## src/rtl/xs3_seq_conv.sv

```systemverilog
// Sequential BCD <-> excess-3 word converter: latches a word, converts one
// 4-bit digit per cycle LSD first, then holds the result until the sink takes it.
module xs3_seq_conv #(
    parameter int NDIGITS = 4
) (
    input  logic                   clk,
    input  logic                   rst,
    input  logic                   in_valid,
    output logic                   in_ready,
    input  logic                   mode,
    input  logic [4*NDIGITS-1:0]   din,
    output logic                   out_valid,
    input  logic                   out_ready,
    output logic [4*NDIGITS-1:0]   dout,
    output logic [NDIGITS-1:0]     err,
    output logic                   busy
);

    localparam int CW = (NDIGITS > 1) ? $clog2(NDIGITS) : 1;
    localparam logic [CW-1:0] LAST_IDX = CW'(NDIGITS - 1);

    typedef enum logic [1:0] {
        IDLE = 2'd0,
        CONV = 2'd1,
        DONE = 2'd2
    } state_t;

    state_t                 state_q;
    logic [CW-1:0]          cnt_q;
    logic                   mode_q;
    logic [4*NDIGITS-1:0]   din_q;
    logic [4*NDIGITS-1:0]   dout_q;
    logic [NDIGITS-1:0]     err_q;
    logic                   in_ready_q;
    logic                   out_valid_q;
    logic                   busy_q;

    logic [3:0]             cur_digit;
    logic [3:0]             digit_d;
    logic                   digit_err_d;
    logic                   accept;

    assign accept = in_valid && in_ready_q;

    // Select the digit addressed by the counter from the latched word.
    always_comb begin
        cur_digit = 4'h0;
        for (int i = 0; i < NDIGITS; i++) begin
            if (cnt_q == CW'(i)) begin
                cur_digit = din_q[4*i +: 4];
            end
        end
    end

    always_comb begin
        digit_d     = 4'hF;
        digit_err_d = 1'b1;
        if (!mode_q) begin
            if (cur_digit <= 4'd9) begin
                digit_d     = cur_digit + 4'd3;
                digit_err_d = 1'b0;
            end
        end else begin
            if (cur_digit >= 4'd3 && cur_digit <= 4'd12) begin
                digit_d     = cur_digit - 4'd3;
                digit_err_d = 1'b0;
            end
        end
    end

    always_ff @(posedge clk) begin
        if (rst) begin
            state_q     <= IDLE;
            cnt_q       <= '0;
            mode_q      <= 1'b0;
            din_q       <= '0;
            dout_q      <= '0;
            err_q       <= '0;
            in_ready_q  <= 1'b1;
            out_valid_q <= 1'b0;
            busy_q      <= 1'b0;
        end else begin
            case (state_q)
                IDLE: begin
                    if (accept) begin
                        state_q     <= CONV;
                        din_q       <= din;
                        mode_q      <= mode;
                        cnt_q       <= '0;
                        dout_q      <= '0;
                        err_q       <= '0;
                        in_ready_q  <= 1'b0;
                        busy_q      <= 1'b1;
                    end
                end
                CONV: begin
                    for (int i = 0; i < NDIGITS; i++) begin
                        if (cnt_q == CW'(i)) begin
                            dout_q[4*i +: 4] <= digit_d;
                            err_q[i]         <= digit_err_d;
                        end
                    end
                    // Counter parks on the last index instead of wrapping.
                    if (cnt_q == LAST_IDX) begin
                        state_q     <= DONE;
                        out_valid_q <= 1'b1;
                    end else begin
                        cnt_q <= cnt_q + 1'b1;
                    end
                end
                DONE: begin
                    if (out_ready) begin
                        state_q     <= IDLE;
                        out_valid_q <= 1'b0;
                        in_ready_q  <= 1'b1;
                        busy_q      <= 1'b0;
                    end
                end
                default: begin
                    state_q     <= IDLE;
                    in_ready_q  <= 1'b1;
                    out_valid_q <= 1'b0;
                    busy_q      <= 1'b0;
                end
            endcase
        end
    end

    assign in_ready  = in_ready_q;
    assign out_valid = out_valid_q;
    assign busy      = busy_q;
    assign dout      = dout_q;
    assign err       = err_q;

endmodule

```

## config.mk

```make
export PLATFORM = sky130hd
export DESIGN_NAME = xs3_seq_conv
export DESIGN_NICKNAME = d
export VERILOG_FILES = /design/src/rtl/xs3_seq_conv.sv
export SDC_FILE = /design/constraint.sdc
export NUM_CORES = 1
export LEC_CHECK = 0
export BUFFER_PORTS_ARGS = -buffer_cell sky130_fd_sc_hd__buf_2
export CAP_MARGIN = 30
export CORE_MARGIN = 5
export CORE_UTILIZATION = 58
export DETAILED_ROUTE_END_ITERATION = 7
export GPL_TIMING_DRIVEN = 0
export PLACE_DENSITY = 0.93
export SLEW_MARGIN = 20
export SYNTH_ARGS = -nofsm -noshare
export SYNTH_HDL_FRONTEND = slang
export SYNTH_SLANG_ARGS = --single-unit
```

## constraint.sdc

```tcl
create_clock -name clk -period 5.5 [get_ports clk]
set_clock_uncertainty 0.05 [all_clocks]
set_input_delay 0.825 -clock clk [delete_from_list [all_inputs] [get_ports clk]]
set_output_delay 0.825 -clock clk [all_outputs]
set_load 0.05 [all_outputs]
```

# Yosys cells after proc, flatten, opt, wreduce, memory -nomap -nowiden
# Cells that the tools add are included.
# word_totals
ff_bits,44
output_inout_bits,23
# op_classes
add_sub_neg,3
magnitude_cmp,3
eq_ne,12
mux,37
bitwise_logic,2
reduce_logical,14
# ops
cell,n
$mux 4,12
$pmux 16 s2,1
$reduce_and 3->1,8
$mux 16,1
$ne 2x2->1 const B,7
$mux 1,12
$mux 2,5
$pmux 1 s3,3
$le 4x4->1 const B,2
$pmux 4 s2,1
$eq 2x2->1 const B,3
$pmux 2 s3,1
$add 4x2->4 const B,1
$eq 2x1->1 const B,2
$ge 4x2->1 const B,1
$logic_not 2->1,2
$pmux 2 s2,1
$sub 4x2->4 const B,1
$add 2x1->2 const B,1
$logic_and 1x1->1,2
$not 1->1,2
$reduce_and 2->1,1
$reduce_bool 2->1,1

# Logic depth before layout (Yosys ltp)
# Gate-level depths: netlist of run 1.
# depth
word_depth,11
mapped_depth,14
ltp_nobuf,13

# Worst setup path before layout of run 1
# Ideal clock, no wire load.
# synth_path
path_type,reg-to-reg
start,reg cnt_q[0]
end,reg dout_q[12] (netlist: dout[12])
arrival_time_ps,2264
path_slack_ps,3059
path_stages_with_launch,14
path_buffers,0
synth_period_minus_slack_ps,2441
path_cell_list,dfxtp_1 inv_1 ha_1 nor2_1 o211ai_1 and2_1 inv_1 ha_1 nor2_1 inv_1 a211oi_1 a211o_2 nor3_2 nor3_1
# synth_between
elab_chain_len,11
word_cells_on_any_way,21
# synth_lines
element,line_no,source
start: declaration,29,logic [CW-1:0] cnt_q;
start signal: assignment,108,cnt_q <= cnt_q + 1'b1;
$logic_not 2->1,49,if (cnt_q == CW'(i)) begin
$mux 4 (4 in a row),49,
$ge 4x2->1 or $le 4x4->1 (tied branches),64,if (cur_digit >= 4'd3 && cur_digit <= 4'd12) begin
$logic_and 1x1->1,64,
$mux 4,64,
$mux 4,58,if (!mode_q) begin
$mux 4,98,if (cnt_q == CW'(i)) begin
$pmux 16 s2,83,case (state_q)
end signal: indexed assignment,99,dout_q[4*i +: 4] <= digit_d;
end: declaration,32,logic [4*NDIGITS-1:0] dout_q;
# Several ways; a longest one is shown, not always the timed one. The select of a mux whose other input is x is not followed.
# A chain may end at the register's enable or synchronous reset.

# Worst setup path in the final report of run 1
# Ends and elaborated chain as after synthesis.

==> results of run 1 <==
==> cell usage in the layout (no fill, tap or decap), types with 3 or more instances in the layout <==
master | Yosys | final
nand2_1 | 65 | 65
dfxtp_1 | 44 | 44
buf_2 | 1 | 43
a21oi_1 | 34 | 34
nor2_1 | 15 | 15
o21ai_0 | 10 | 10
clkbuf_1 | 8 | 10
ha_1 | 7 | 7
inv_1 | 6 | 6
nor2b_1 | 6 | 6
and2_1 | 5 | 5
nand3b_1 | 5 | 5
nand3_1 | 5 | 5
clkbuf_4 | 0 | 5
a22oi_1 | 4 | 4
o211ai_1 | 3 | 3
nor3_1 | 3 | 3
o311ai_0 | 3 | 3
==> state kept, by name, indices dropped and copies added (netlist names) <==
name and count:
busy 1, err 4, out_valid 1, in_ready 1, din_q 16, cnt_q 2
state_q 2, mode_q 1, dout 16
==> per-stage QoR <==
step | setup slack [ns] | utilization | total power, uW | std cells
after floorplan | 3.06 | - | 447 | 259
final | 2.60 | 0.705 | 642 | 355
after global routing | 2.39 | 0.705 | 671 | 355
after detailed placement | 2.69 | 0.688 | 483 | 347
after global placement | 2.70 | 0.688 | 478 | 347
after CTS | 2.66 | 0.705 | 639 | 355
==> cell families (layout without fill, tap and decap cells) <==
family,after synthesis,in the layout
flip-flops,44,44
AO/OA/AOI/OAI,73,73
multiplexers,1,1
buffers and inverters,20,70
AND/OR/NAND/NOR,114,114
adder cells (fa/ha/maj),7,7
==> Yosys cell counts (all sizes together), types with 2 or more instances <==
cell | instances | area (um^2)
a211o | 3 | 27.5
a211oi | 3 | 27.5
a21oi | 34 | 170
a22oi | 5 | 42.5
a31oi | 2 | 12.5
and2 | 5 | 31.3
buf | 6 | 38.8
clkbuf | 8 | 30.0
dfxtp | 44 | 881
ha | 7 | 87.6
inv | 6 | 22.5
nand2 | 65 | 244
nand2b | 2 | 12.5
nand3 | 5 | 25.0
nand3b | 6 | 57.6
nor2 | 15 | 56.3
nor2b | 6 | 37.5
nor3 | 4 | 25.0
nor3b | 2 | 15.0
o2111ai | 2 | 17.5
o211ai | 3 | 22.5
o21ai | 12 | 60.1
o311ai | 3 | 26.3
or3 | 2 | 12.5
==> final cells by class <==
| type | count | area, um^2 | share of cell area |
|---|---|---|---|
| Multi-Input combinational cell | 195 | 1090 | 0.457 |
| Sequential cell | 44 | 881 | 0.369 |
| Timing Repair Buffer | 42 | 210 | 0.0880 |
| Buffer | 14 | 68.8 | 0.0288 |
| Clock buffer | 8 | 58.8 | 0.0246 |
| Tap cell | 46 | 57.6 | 0.0241 |
| Inverter | 6 | 22.5 | 0.00942 |
==> power breakdown <==
| group | total [uW] | switching, uW | internal, uW |
|---|---|---|---|
| logic | 136 | 92.3 | 43.6 |
| registers | 342 | 8.37 | 334 |
| clock network | 164 | 101 | 63.2 |
==> path summary, 6_finish.rpt <==
path | end | cells after the start
worst min register to register | err[2] | 2
worst max-delay path | dout[12] | 13
worst max register to register | dout[12] | 13
worst min-delay path | err[2] | 2
==> layer usage <==
metal	up-vias	global-route usage	routed length, um
met5	-	0	0
met4	0	0.0596	66
met3	7	0.0623	427
met2	75	0.345	2570
met1	946	0.243	2060
li1	998	-	-
==> worst register-to-register path, cell delays in order, from the launching register on <==
cell	delay, ns
dfxtp_1	0.38
inv_1	0.10
ha_1	0.32
nor2_1	0.26
o211ai_1	0.14
and2_1	0.21
inv_1	0.23
ha_1	0.32
nor2_1	0.06
inv_1	0.07
a211oi_1	0.07
a211o_2	0.35
nor3_2	0.16
nor3_1	0.07
==> results_dict.tcl, run 1 <==
set metrics [dict create \
    min_from "err[2]" \
    synth-main-ff-cell "dfxtp_1" \
    r2r_slack_ns 2.60 \
    syn_to_final_growth_pct 15.8 \
    n_fill_cell 289 \
    grt_pass1_wl_mm 8.06 \
    synth-xor-area-share 0 \
    cts-htree-levels 2 \
    routabilityCongestion 0.888 \
    tritoncts "done" \
    hp-class "flip-flop to flip-flop" \
    postPlaceCellArea_mm2 0.00233 \
    avgSynthCellArea_um2 7.97 \
    fp.dieH_um 69.6 \
    synthMuxAreaShare 0.00485 \
    relSlewSlack 0.623 \
    hold_buffers 0 \
    initial_core_util 0.609 \
    post-route-period-util 0.527 \
    path_clk_slew_ns 0.12 \
    drc 0 \
    first_pass_iters 4 \
    fmax_mhz 345 \
    post_cts_resized 0 \
    cp.arrival_ns 3.09 \
    grt_max_degree 13 \
    grt_pass1_vias 1796 \
    yosysWarnings 0 \
    wl_per_cell_um 14.4 \
    critPathSlowestCell "dfxtp_1" \
    synth-seq-cells 44 \
    clk_latency_ns 0.36 \
    clock_sinks 44 \
    ir_drop_mv 0.201 \
    p_leak_uw 0.000975 \
    core_area_mm2 0.00339 \
    crit_start "cnt_q[0]" \
    antenna_found_initial 0 \
    whs_ns 0.406 \
    ys_async_sr_fraction 0 \
    max_cap_viol_count 0 \
    post_cts_buffers 0 \
    tightest_slew_ns 0.566 \
    tns_ns 0 \
    die_x_um 69.6 \
    final_max_slew_viol_count 0 \
    max_stage_delay_ns 0.38 \
    clockRootBuffer "clkbuf_4" \
    num_rows 21 \
    synth_cell_types 42 \
    num_vias 2026 \
    synth-compound-area-share 0.223 \
    syn_area_mm2 0.00206 \
    grtUsageTotal 0.202 \
    r2r-start "cnt_q[0]" \
    syn-num-nets 287 \
    hold_violations 0 \
    powerDensity_mw_per_mm2 269 \
    cp_max_fo 8 \
    drive_above_1_share 0.188 \
    status "finished, final reports clean" \
    die_area_mm2 0.00485 \
    setup-violations-final 0 \
    synth_top_family_by_area "simple AND/OR/NAND/NOR gates" \
    clockBufferDepth 2 \
    final_antenna_net_count 0 \
    stdcell_area_mm2 0.00239 \
    rsz0062_at_grt "false" \
    port_buffers 42 \
    worst_setup_path_end_kind "flip-flop" \
    synthCells 259 \
    path_cells "inv_1, ha_1, nor2_1, o211ai_1, and2_1, inv_1, ha_1, nor2_1, inv_1, a211oi_1, a211o_2, nor3_2, nor3_1" \
    layout_min_cycle_time_ns 2.90 \
    cp.required_ns 5.69 \
    grt_overflow 0 \
    ys_seq_area_frac 0.427 \
    path_class "flip-flop to flip-flop" \
    viasPerCell 5.71 \
    diodes 0 \
    cts_buffers 5 \
    synth_fa_ha_area_frac 0.0424 \
    hpwl_mm 3.74 \
    wl_mm 5.12 \
    startpoint_type "flip-flop" \
    synth-simple-area-share 0.258 \
    synth_edf_count 0 \
    cp_common_cell "inv_1" \
    critPathBufInv 3 \
    path_delay_family "simple AND/OR/NAND/NOR gates" \
    io_pins 44 \
    final_nets 336 \
    drt_iter0_drc 191 \
]
Note: power is estimated with default switching activity, not from simulation.
==> run 2, diff against run 1 <==
Settings changed: CORE_UTILIZATION 58 to 54, PLACE_DENSITY 0.93 to 0.88.
Clock period 5.5 ns to 2.81 ns, I/O delays scaled along.
==> run 2 against run 1 <==
Against the previous run: worst setup slack got worse by 2.4 ns; sequential cell count did not move; wire length decreased by 6.7%; highest routed layer unchanged.
==> results_dict.tcl, run 2 (same netlist as run 1, synthesis figures left out) <==
set metrics [dict create \
    status "finished, final reports clean" \
    cp.required_ns 2.92 \
    tightest_slew_ns 0.552 \
    num_vias 1963 \
    p_switching_uw 405 \
    tritoncts "done" \
    multiInputGateArea_mm2 0.00110 \
    die_x_um 71.8 \
    io_pins 44 \
    worst_setup_path_end_kind "flip-flop" \
    r2r_cells 11 \
    hold_buffers 0 \
    seq_area_um2 881 \
    post-route-period-util 0.923 \
    drc 0 \
    utilization 0.666 \
    hp-class "input port to flip-flop" \
    hold_violations 0 \
    clock_sinks 44 \
    hold-path-cell-count 3 \
    num_rows 22 \
    startpoint_type "flip-flop" \
    core_area_mm2 0.00369 \
    layout_common_cells "nand2_1, dfxtp_1, buf_2" \
    powerDensity_mw_per_mm2 574 \
    grt_overflow 0 \
    whs_ns 0.312 \
    drt-met1-wl_mm 2.05 \
    die_area_mm2 0.00516 \
    viasPerCell 5.50 \
    n_fill_cell 319 \
    pwr-share-comb 0.189 \
    diodes 0 \
    preCtsSetupSlack_ns -0.0356 \
    layout_min_cycle_time_ns 2.59 \
    max_cap_viol_count 0 \
    grtUsageTotal 0.191 \
    final_antenna_net_count 0 \
    grt_pass1_vias 1712 \
    post_cts_buffers 0 \
    rsz0062_at_grt "false" \
    initial_core_util 0.559 \
    final_common_cell "nand2_1" \
    path_class "flip-flop to flip-flop" \
    cp_max_fo 6 \
    fin_ws_ns 0.215 \
    ir_drop_mv 0.464 \
    final_nets 336 \
    final_max_slew_viol_count 0 \
    p_seq_frac 0.475 \
    relSlewSlack 0.632 \
    drive_above_1_share 0.214 \
    cts-htree-levels 2 \
    wl_per_cell_um 13.4 \
    pwr-share-clk 0.336 \
    fp.dieH_um 71.8 \
    path_clk_slew_ns 0.08 \
    clk_latency_ns 0.29 \
    wl_met3_um 346 \
    syn_to_final_growth_pct 19.0 \
    wl_mm 4.78 \
    clockRootBuffer "clkbuf_8" \
    antenna_found_initial 0 \
    routabilityCongestion 0.908 \
    internal-power_uw 1000 \
    hpwl_mm 3.56 \
    drt_iter0_drc 192 \
    dp_cells 349 \
    routed-wl-met2_mm 2.35 \
    p_sw_frac 0.288 \
    clockBufferDepth 2 \
    fmax_mhz 385 \
    first_pass_iters 4 \
    p_leak_uw 0.000995 \
    tns_ns 0 \
    setup-violations-final 0 \
    grt_max_degree 15 \
    cp.arrival_ns 2.71 \
    grt_pass1_wl_mm 7.90 \
    cts_buffers 5 \
    final_cells 357 \
    port_buffers 42 \
    highest-signal-layer "met4" \
]
run 2: worst max-delay path, cell delays in order (launching register included):
cell and delay, ns:
dfxtp_1 0.33, inv_1 0.13, ha_2 0.30, nand2_1 0.07, o211ai_1 0.22, nand2_1 0.16
inv_1 0.13, ha_1 0.26, and4b_1 0.22, a211o_2 0.37, a22oi_2 0.17, nor2_1 0.06
run 2: timing repair:
item / 4_1_cts / 5_1_grt
resized for setup: 1 / 6
gates cloned: 0 / 0
endpoints found under the setup margin: 5 / 15
endpoints found under the hold margin: 0 / 0
run 2: layout make-up:
cell class / instances / share of cell area
clock inverter: 3 / 0.0173
multi-input combinational: 195 / 0.449
buffer: 14 / 0.0280
timing repair buffer: 42 / 0.0856
clock buffer: 5 / 0.0280
sequential: 44 / 0.359
tap: 48 / 0.0245
inverter: 6 / 0.00917
run 2: layer usage:
layer	track usage	vias to the layer above
met5	0	-
met4	0.0459	0
met3	0.0477	5
met1	0.249	903
li1	-	997
met2	0.315	58
run 2: stage by stage:
| stage | total power (uW) | instance area (um^2) |
|---|---|---|
| floorplan | 875 | 2060 |
| global placement | 936 | 2330 |
| detailed placement | 943 | 2330 |
| CTS | 1420 | 2450 |
| global route | 1480 | 2460 |
| finish | 1410 | 2460 |
run 2: path summary, 6_finish.rpt:
kind	start	endpoint	slack (ns)
max	cnt_q[0]	err[3]	0.22
min	din[0]	din_q[0]	0.31
max reg2reg	cnt_q[0]	err[3]	0.22
min reg2reg	dout[10]	dout[10]	0.40
run 2: power by group through the flow:
| stage | Sequential (uW) | Clock (uW) | Combinational, uW |
|---|---|---|---|
| floorplan | 720 | 0 | 155 |
| global placement | 682 | 0 | 255 |
| detailed placement | 683 | 0 | 260 |
| CTS | 669 | 485 | 262 |
| global route | 672 | 516 | 295 |
| finish | 669 | 474 | 266 |
==> run 3, diff against run 2 <==
Settings changed: CORE_MARGIN 5 to 2.
==> run 3 against run 2 <==
Against the previous run: cell area rose by 1.9%; power rose by 14%; hold slack got worse by 0.014 ns; global-route usage rose by 5.7 points; wire length rose by 3.7%; die area fell by 16%; clock-buffer cell count did not move; critical path type unchanged.
==> results_dict.tcl, run 3 (same netlist as run 1, synthesis figures left out) <==
set metrics [dict create \
    initial_core_util 0.564 \
    die_x_um 65.8 \
    path_class "flip-flop to flip-flop" \
    clockBufferDepth 2 \
    dp_cells 349 \
    powerDensity_mw_per_mm2 639 \
    worst_setup_path_end_kind "flip-flop" \
    syn_to_final_growth_pct 21.3 \
    final_nets 336 \
    final_antenna_net_count 0 \
    grtUsageTotal 0.248 \
    io_pins 44 \
    cp.arrival_ns 2.78 \
    relSlewSlack 0.607 \
    drive_above_1_share 0.214 \
    r2r-start "cnt_q[0]" \
    hold_end "din_q[0]" \
    postPlaceCellArea_mm2 0.00233 \
    port_buffers 42 \
    core_area_mm2 0.00366 \
    final_max_slew_viol_count 0 \
    grt_overflow 0 \
    cts-htree-levels 2 \
    startpoint_type "flip-flop" \
    hpwl_mm 3.55 \
    routabilityCongestion 0.927 \
    diodes 0 \
    drc 0 \
    clock_sinks 44 \
    num_vias 1998 \
    hold_violations 0 \
    rsz0062_at_grt "false" \
    p_leak_uw 0.00102 \
    path_delay_family "simple AND/OR/NAND/NOR gates" \
    grt_pass1_wl_mm 8.14 \
    hold-path-cell-count 3 \
    final_cells 357 \
    grt_pass1_vias 1779 \
    fp.dieH_um 65.8 \
    antenna_found_initial 0 \
    critPathSlowestCell "dfxtp_1" \
    r2r_cells 11 \
    num_rows 22 \
    critPathBufInv 2 \
    cts_buffers 5 \
    n_fill_cell 308 \
    path_cells "inv_1, ha_2, nor2b_1, o21ai_0, nand2_1, inv_1, ha_1, and4b_1, a211o_2, nor3_2, nor3_1" \
    setup-violations-final 0 \
    path_clk_slew_ns 0.09 \
    hold_buffers 0 \
    status "finished, final reports clean" \
    grt_max_degree 15 \
    tightest_slew_ns 0.589 \
    clk_latency_ns 0.31 \
    wl_mm 4.96 \
    die_area_mm2 0.00433 \
    drt_iter0_drc 136 \
    r2r_slack_ns 0.16 \
    first_pass_iters 4 \
    cp_common_cell "inv_1" \
    fmax_mhz 377 \
    post-route-period-util 0.943 \
    cp.required_ns 2.94 \
    layout_common_cells "nand2_1, dfxtp_1, buf_2" \
    wl_per_cell_um 13.9 \
    final_common_cell "nand2_1" \
    max_stage_delay_ns 0.38 \
    clockRootBuffer "clkbuf_8" \
    hp-class "input port to flip-flop" \
    viasPerCell 5.60 \
    max_cap_viol_count 0 \
    stdcell_area_mm2 0.00250 \
    layout_min_cycle_time_ns 2.65 \
    timing.rr.end "dout[12]" \
    min_from "din[0]" \
    ir_drop_mv 0.541 \
    tritoncts "done" \
    cp_max_fo 8 \
]
-- run 3: changes by cell type in the layout (fill, tap and decap cells not counted), sizes merged --
cell      previous run  this run
clkinvlp             1         0
bufinv               1         3
clkinv               1         0
-- run 3: area by class of cell --
| type | count | area (um^2) | area share |
|---|---|---|---|
| clock buffer | 5 | 68.8 | 0.0275 |
| clock inverter | 3 | 90.1 | 0.0360 |
| multi-input combinational | 195 | 1100 | 0.440 |
| sequential | 44 | 881 | 0.352 |
| buffer | 14 | 68.8 | 0.0275 |
| inverter | 6 | 22.5 | 0.00900 |
| timing repair buffer | 42 | 210 | 0.0840 |
| tap | 48 | 60.1 | 0.0240 |
-- run 3: what timing repair did --
action,4_1_cts,5_1_grt
buffers inserted,0,0
gates resized for setup,2,4
cloned,0,0
endpoints found under the setup margin,8,12
pin swaps,0,0
hold endpoints to repair,0,0
-- run 3: tightest hold or removal path: stages --
cell and delay, ns:
buf_2 0.09, nand2_1 0.05, a21oi_1 0.05
-- run 3: per-stage QoR --
stage	TNS, ns	worst slack [ns]	utilization	total power [uW]	hold slack [ns]
after floorplan	0	0.369	-	875	0.386
after global placement	0	0.0140	0.637	935	0.388
after detailed placement	-0.121	-0.0554	0.637	944	0.392
after CTS	0	0.0425	0.682	1600	0.296
after global routing	0	0.0231	0.684	1670	0.297
final	0	0.159	0.684	1600	0.298
-- run 3: worst max path at each step --
stage | start | end | slack, ns | cells past startpoint
2_1_floorplan | cnt_q[0] | dout[12] | 0.37 | 13
3_3_place_gp | cnt_q[0] | dout[12] | 0.01 | 13
3_5_place_dp | cnt_q[0] | dout[12] | -0.06 | 13
4_1_cts | cnt_q[0] | dout[12] | 0.04 | 13
5_1_grt | cnt_q[0] | dout[12] | 0.02 | 13
6_report | cnt_q[0] | dout[12] | 0.16 | 11
-- run 3: per-layer routing --
| metal | track usage | wire, um |
|---|---|---|
| met2 | 0.403 | 2470 |
| met3 | 0.0630 | 233 |
| met5 | 0 | 0 |
| met1 | 0.312 | 2170 |
| met4 | 0.104 | 80 |
-- run 3: report_power, final --
group	leakage, uW	switching [uW]	internal (uW)	total, uW
clock	0.0000784	216	444	661
combinational	0.000583	181	87.6	268
sequential	0.000358	17.0	653	670
